File: src/rtl/sb_pkg.sv
// Shared sideband receive definitions: framing bytes, CRC-16 constants and byte update, FSM state types.
package sb_pkg;

    localparam int          SB_SYM_BITS  = 10;
    localparam logic [7:0]  SB_DLE       = 8'hFE;
    localparam logic [7:0]  SB_ETX       = 8'h40;
    localparam logic [15:0] SB_CRC_POLY  = 16'h8005;
    localparam logic [15:0] SB_CRC_SEED  = 16'hFFFF;

    typedef enum logic [1:0] {
        F_IDLE,
        F_WAIT_STX,
        F_DATA,
        F_ESC
    } frame_state_t;

    typedef enum logic [2:0] {
        S_HUNT,
        S_SHIFT,
        S_STOP,
        S_WAIT_HIGH,
        S_BREAK
    } sym_state_t;

    // MSB-first CRC-16 update over one byte, no reflection.
    function automatic logic [15:0] crc16_byte(input logic [15:0] crc, input logic [7:0] data);
        logic [15:0] c;
        c = crc ^ {data, 8'h00};
        for (int i = 0; i < 8; i++) begin
            if (c[15])
                c = {c[14:0], 1'b0} ^ SB_CRC_POLY;
            else
                c = {c[14:0], 1'b0};
        end
        return c;
    endfunction

endpackage

File: src/rtl/sb_symbol_rx.sv
// Recovers 10-bit start/data/stop symbols from sbrx; with SB_RX_DISCONNECT_DET_EN an all-zero
// symbol with a low stop bit is held as a possible line break until sbrx returns high.
module sb_symbol_rx
    import sb_pkg::*;
(
    input  logic       sb_clk,
    input  logic       rst,
    input  logic       sbrx,
    input  logic       hunt_en,
    output logic [7:0] sym_byte,
    output logic       sym_valid,
    output logic       sym_err
);

`ifdef SB_RX_DISCONNECT_DET_EN
    localparam bit DEFER_BREAK = 1'b1;
`else
    localparam bit DEFER_BREAK = 1'b0;
`endif

    localparam int DATA_BITS = SB_SYM_BITS - 2;

    sym_state_t state;
    logic [2:0] bit_cnt;
    logic [7:0] shreg;
    logic       is_break;

    always_ff @(posedge sb_clk or posedge rst) begin
        if (rst) begin
            state   <= S_HUNT;
            bit_cnt <= 3'd0;
            shreg   <= 8'h00;
        end else if (!hunt_en) begin
            state   <= S_HUNT;
            bit_cnt <= 3'd0;
        end else begin
            case (state)
                S_HUNT: begin
                    if (!sbrx) begin
                        state   <= S_SHIFT;
                        bit_cnt <= 3'd0;
                    end
                end
                S_SHIFT: begin
                    shreg   <= {sbrx, shreg[7:1]};
                    bit_cnt <= bit_cnt + 3'd1;
                    if (bit_cnt == 3'(DATA_BITS - 1))
                        state <= S_STOP;
                end
                S_STOP: begin
                    if (sbrx)
                        state <= S_HUNT;
                    else if (is_break)
                        state <= S_BREAK;
                    else
                        state <= S_WAIT_HIGH;
                end
                S_WAIT_HIGH, S_BREAK: begin
                    if (sbrx)
                        state <= S_HUNT;
                end
                default: state <= S_HUNT;
            endcase
        end
    end

    // Strobes are decoded from the stop-bit cycle so the framer registers them on that same edge.
    assign is_break  = DEFER_BREAK && (shreg == 8'h00);
    assign sym_byte  = shreg;
    assign sym_valid = hunt_en && (state == S_STOP) && sbrx;
    assign sym_err   = hunt_en && (((state == S_STOP) && !sbrx && !is_break) ||
                                   ((state == S_BREAK) && sbrx));

endmodule

File: src/rtl/sb_rx_framer.sv
// Sideband receive framer: DLE/STX/ETX de-framing, destuffing, CRC-16 residue check and payload holdback.
// Optional line-disconnect detection is enabled with SB_RX_DISCONNECT_DET_EN.
module sb_rx_framer
    import sb_pkg::*;
#(
    parameter int          MAX_BYTES   = 32,
    parameter int          DISC_CYCLES = 1024,
    parameter logic [15:0] CRC_SEED    = SB_CRC_SEED
) (
    input  logic       sb_clk,
    input  logic       rst,
    input  logic       sbrx,
    input  logic       enable,
    output logic [7:0] rx_byte,
    output logic       rx_valid,
    output logic       rx_first,
    output logic       rx_last,
    output logic [7:0] rx_stx,
    output logic       frame_done,
    output logic       crc_err,
    output logic       frame_err,
    output logic       disconnect
);

    localparam int EW = $clog2(MAX_BYTES + 1);

    logic         hunt_en;
    logic         disc_hold;
    logic [7:0]   sym_byte;
    logic         sym_valid;
    logic         sym_err;
    logic         data_take;

    frame_state_t state;
    logic [15:0]  crc;
    logic [7:0]   buf0, buf1, buf2;
    logic [1:0]   buf_cnt;
    logic [EW-1:0] emit_cnt;

`ifdef SB_RX_DISCONNECT_DET_EN
    localparam int DW = $clog2(DISC_CYCLES + 1);

    logic [DW-1:0] low_cnt;
    logic [3:0]    high_cnt;
    logic          disc_level;

    // disconnect drops on the first high cycle, but hunting stays held off for ten high cycles.
    always_ff @(posedge sb_clk or posedge rst) begin
        if (rst) begin
            low_cnt    <= '0;
            high_cnt   <= 4'd0;
            disc_level <= 1'b0;
            disc_hold  <= 1'b0;
        end else if (sbrx) begin
            low_cnt    <= '0;
            disc_level <= 1'b0;
            if (disc_hold) begin
                if (high_cnt == 4'd9) begin
                    disc_hold <= 1'b0;
                    high_cnt  <= 4'd0;
                end else begin
                    high_cnt <= high_cnt + 4'd1;
                end
            end
        end else begin
            high_cnt <= 4'd0;
            if (low_cnt != DW'(DISC_CYCLES))
                low_cnt <= low_cnt + DW'(1);
            if (low_cnt == DW'(DISC_CYCLES - 1)) begin
                disc_level <= 1'b1;
                disc_hold  <= 1'b1;
            end
        end
    end

    assign disconnect = disc_level;
`else
    assign disc_hold  = 1'b0;
    assign disconnect = 1'b0;
`endif

    assign hunt_en = enable && !disc_hold;

    sb_symbol_rx u_symbol_rx (
        .sb_clk    (sb_clk),
        .rst       (rst),
        .sbrx      (sbrx),
        .hunt_en   (hunt_en),
        .sym_byte  (sym_byte),
        .sym_valid (sym_valid),
        .sym_err   (sym_err)
    );

    // A destuffed DLE pair carries the value FE, which is the received symbol itself.
    assign data_take = sym_valid &&
                       (((state == F_DATA) && (sym_byte != SB_DLE)) ||
                        ((state == F_ESC)  && (sym_byte == SB_DLE)));

    always_ff @(posedge sb_clk or posedge rst) begin
        if (rst) begin
            state      <= F_IDLE;
            crc        <= CRC_SEED;
            buf0       <= 8'h00;
            buf1       <= 8'h00;
            buf2       <= 8'h00;
            buf_cnt    <= 2'd0;
            emit_cnt   <= '0;
            rx_byte    <= 8'h00;
            rx_valid   <= 1'b0;
            rx_first   <= 1'b0;
            rx_last    <= 1'b0;
            rx_stx     <= 8'h00;
            frame_done <= 1'b0;
            crc_err    <= 1'b0;
            frame_err  <= 1'b0;
        end else begin
            rx_valid   <= 1'b0;
            rx_first   <= 1'b0;
            rx_last    <= 1'b0;
            frame_done <= 1'b0;
            crc_err    <= 1'b0;
            frame_err  <= 1'b0;

            if (!enable || disc_hold) begin
                state <= F_IDLE;
            end else if (sym_err) begin
                frame_err <= 1'b1;
                state     <= F_IDLE;
            end else if (sym_valid) begin
                case (state)
                    F_IDLE: begin
                        if (sym_byte == SB_DLE)
                            state <= F_WAIT_STX;
                    end
                    F_WAIT_STX: begin
                        if (sym_byte == SB_ETX) begin
                            frame_err <= 1'b1;
                            state     <= F_IDLE;
                        end else if (sym_byte != SB_DLE) begin
                            rx_stx   <= sym_byte;
                            crc      <= crc16_byte(CRC_SEED, sym_byte);
                            buf_cnt  <= 2'd0;
                            emit_cnt <= '0;
                            state    <= F_DATA;
                        end
                    end
                    F_DATA: begin
                        if (sym_byte == SB_DLE)
                            state <= F_ESC;
                    end
                    F_ESC: begin
                        if (sym_byte == SB_DLE) begin
                            state <= F_DATA;
                        end else if (sym_byte == SB_ETX) begin
                            state <= F_IDLE;
                            if ((buf_cnt != 2'd3) || (emit_cnt == EW'(MAX_BYTES))) begin
                                frame_err <= 1'b1;
                            end else begin
                                rx_valid <= 1'b1;
                                rx_byte  <= buf0;
                                rx_first <= (emit_cnt == '0);
                                rx_last  <= 1'b1;
                                if (crc == 16'h0000)
                                    frame_done <= 1'b1;
                                else
                                    crc_err <= 1'b1;
                            end
                        end else begin
                            frame_err <= 1'b1;
                            state     <= F_IDLE;
                        end
                    end
                    default: state <= F_IDLE;
                endcase

                // Three bytes stay buffered so the two CRC bytes are never emitted and rx_last can be tagged at ETX.
                if (data_take) begin
                    crc  <= crc16_byte(crc, sym_byte);
                    buf0 <= buf1;
                    buf1 <= buf2;
                    buf2 <= sym_byte;
                    if (buf_cnt != 2'd3) begin
                        buf_cnt <= buf_cnt + 2'd1;
                    end else if (emit_cnt == EW'(MAX_BYTES)) begin
                        frame_err <= 1'b1;
                        state     <= F_IDLE;
                    end else begin
                        rx_valid <= 1'b1;
                        rx_byte  <= buf0;
                        rx_first <= (emit_cnt == '0);
                        emit_cnt <= emit_cnt + EW'(1);
                    end
                end
            end
        end
    end

endmodule
File: config.mk
export PLATFORM = sky130hd
export DESIGN_NAME = sb_rx_framer
export DESIGN_NICKNAME = d
export VERILOG_FILES = /design/src/rtl/sb_pkg.sv /design/src/rtl/sb_symbol_rx.sv /design/src/rtl/sb_rx_framer.sv
export SDC_FILE = /design/constraint.sdc
export NUM_CORES = 1
export LEC_CHECK = 0
export BUFFER_PORTS_ARGS = -buffer_cell sky130_fd_sc_hd__buf_2
export CORE_ASPECT_RATIO = 0.75
export CORE_MARGIN = 2
export CORE_UTILIZATION = 60
export CTS_CLUSTER_DIAMETER = 200
export DETAILED_ROUTE_END_ITERATION = 12
export MAX_ROUTING_LAYER = met4
export PLACE_DENSITY = 0.79
export SKIP_LAST_GASP = 1
export SYNTH_ARGS = -nofsm -noshare
export SYNTH_HDL_FRONTEND = slang
export SYNTH_SLANG_ARGS = --single-unit
File: constraint.sdc
create_clock -name sb_clk -period 4.61 [get_ports sb_clk]
set_input_delay 0.922 -clock sb_clk [delete_from_list [all_inputs] [get_ports sb_clk]]
set_output_delay 0.922 -clock sb_clk [all_outputs]
set_load 0.01 [all_outputs]
==> results.cfg <==
[final_layout]
n_antenna_cell = 0
final_common_cell = nand2_1
final_cell_mix = 95 x nand2_1, 69 x dfrtp_1, 29 x o21ai_0, 25 x buf_2, 20 x xnor2_1
fin_cells = 514
final_nets = 442
design_area_um2 = 4510
drive_above_1_share = 0.179
area_growth_pct = 9.54

[die]
die_w_um = 99.7
top_level_ports = 27
die_h_um = 75.8
start_util = 0.612
row_count = 26
core-area_um2 = 6730
design.die.area_um2 = 7550

[power]
worst_ir_drop_vdd_uv = 360
power_density_nw_per_um2 = 416
finalPower_mw = 1.88
leakagePower_nw = 2.18

[clocking]
clock_sinks = 85
htreeDepth = 3
post_cts_buffers = 0
clkLatencyLatePin_ns = 0.37
cts_buffers = 9
clk_path_buf_depth = 2
hold_buffers = 0
root_buffer = clkbuf_8
clk_pin_slew_ns = 0.09
ctsResizeCount = 0
cts_tree = done

[drt]
routedWlPerCell_um = 16.0
drtAntennaViolNets = 0
drcViolationCount = 0
drt-initial-drc-count = 186
routed_wirelength_mm = 8.20
num_vias = 2874
first_pass_iters = 5
routed_via_density = 5.59

[critical_path]
path_cells = inv_1 > ha_1 > nand4_1 > xor2_1 > and2_1 > buf_4 > a21oi_1 > xnor2_1 > mux2_2
critPathLaunchType = flip-flop
worstPathArrival_ns = 3.26
slowest_stage = and2_1
worstPathMaxFanout = 15
critPathCaptureType = flip-flop
crit_type = reg2reg
cpPeakStageDelay_ns = 0.56
crit_required_ns = 4.90

[sta]
setup_viol = 0
hold_viol_final = 0
max_freq_mhz = 336
clock_skew_ns = 0.0133
tns_ns = 0
min_period_over_period = 0.645
worst_slew_margin_rel = 0.403
rsz0062_at_grt = no
worst_slew_pin_slew_ns = 0.895
period_needed_ns = 2.98
slew_violations = 0

[synth]
synth_area_leaders = dfrtp_1 42%, dfstp_2 10%, nand2_1 8.7%
synth_cells = 401
synth_nets = 418
synth_area_um2 = 4120
yosysTopAreaCell = dfrtp_1
avgSynthCellArea_um2 = 10.3
ys.flop_type = dfrtp_1
ys_warn_count = 0
synth_seq_cells = 85
synth_edf_count = 0
synth_cell_type_count = 51
seq_area_frac_synth = 0.521
synth_top_area_share = 0.419
synthArstFlopShare = 1.00

[global_routing]
grt_pass1_wl_mm = 13.9
track_usage = 0.251
grt_pass1_vias = 2721
grt_start_max_net_pins = 52
grt_overflow = 0
antenna_found_initial = 0

[status]
status = finished, final reports clean

[placement]
post-dp-hpwl_mm = 5.86
gp_congestion = 0.922
dpl.cell_count = 498
place_area_um2 = 4300
port_buffers = 25

[min_path]
hold_path_class = reg2reg

[run]
maxCapViolCount = 0
where the power goes:
group	switching (mW)	internal [mW]	total (mW)
clock	0.282	0.275	0.557
combinational	0.250	0.242	0.492
sequential	0.0516	0.776	0.828
sequential cells by signal, indices dropped and copies added, names as in the netlist:
signal and count:
emit_cnt 6, rx_stx 8, buf0 8, rx_byte 8, crc 16, rx_first 1
frame_done 1, crc_err 1, u_symbol_rx.bit_cnt 3, rx_valid 1, buf2 8, u_symbol_rx.sym_byte 8
frame_err 1, u_symbol_rx.state 2, buf_cnt 2, rx_last 1, state 2, buf1 8
cell usage after synthesis, types with 2 or more instances:
cell      instances
mux2i_1           3
mux2_2            4
a21oi_1          11
nor4_1            6
o211ai_1          2
nand3_1           8
o22ai_1           3
nand2b_1          2
xnor2_1          20
inv_1            15
mux2_1            8
and4b_1           2
ha_1             13
xnor3_2           2
nand2_1          95
nor2_1           17
clkbuf_1         12
o21ai_0          29
o21ai_1           9
xor2_2            3
a21o_1            2
nor3_1            3
a31oi_1           2
xnor2_2           3
dfrtp_1          69
nand4_1           5
o22a_1            5
a22oi_1           3
and2_1            5
xor2_1            4
dfstp_2          16
worst max-delay path: cells and delay by family (launching register included):
| kind | cells | cell delay, ns |
|---|---|---|
| simple gates | 2 | 0.87 |
| fa+ha+maj | 1 | 0.17 |
| compound gates | 1 | 0.09 |
| xor+xnor | 2 | 0.61 |
| buf+inv | 2 | 0.45 |
| mux | 1 | 0.27 |
| flops | 1 | 0.42 |
path summary, 6_finish.rpt:
check | from | to | slack [ns] | cells after the start
min reg2reg | buf1[0] | buf0[0] | 0.46 | 2
max | u_symbol_rx.sym_byte[0] | crc[7] | 1.63 | 9
min | buf1[0] | buf0[0] | 0.46 | 2
max reg2reg | u_symbol_rx.sym_byte[0] | crc[7] | 1.63 | 9
min in group asynchronous | rst | rx_byte[7] | 0.69 | 2
max in group asynchronous | rst | crc[1] | 2.95 | 3
stage by stage:
step / util / setup WS [ns] / hold slack, ns
finish: 0.670 / 1.63 / 0.465
global route: 0.670 / 1.43 / 0.500
CTS: 0.670 / 1.65 / 0.469
detailed placement: 0.638 / 1.61 / 0.451
global placement: 0.638 / 1.66 / 0.450
floorplan: - / 1.52 / 0.439
final cells by class:
| class | count | area (um2) |
|---|---|---|
| clock inverter | 6 | 77.6 |
| sequential | 85 | 2150 |
| timing repair buffer | 28 | 148 |
| tap | 84 | 105 |
| inverter | 15 | 57.6 |
| clock buffer | 10 | 138 |
| multi-input combinational | 286 | 1840 |
| fill | 513 | 2220 |
logic make-up after synthesis:
family / synth area share
XOR/XNOR: 0.0984
AND/OR/NAND/NOR: 0.162
adder cells (fa/ha/maj): 0.0419
other: 0.000910
multiplexers: 0.0401
flip-flops: 0.521
buffers and inverters: 0.0322
AO/OA/AOI/OAI: 0.104
metal layers:
layer	up-vias	share of wire	GRT usage	wire [um]
li1	1399	-	-	-
met1	1373	0.48	0.350	3930
met2	91	0.44	0.369	3640
met3	11	0.068	0.0688	554
met4	0	0.0089	0.0609	73
met5	-	0	-	0
(Power assumes the default switching activity.)
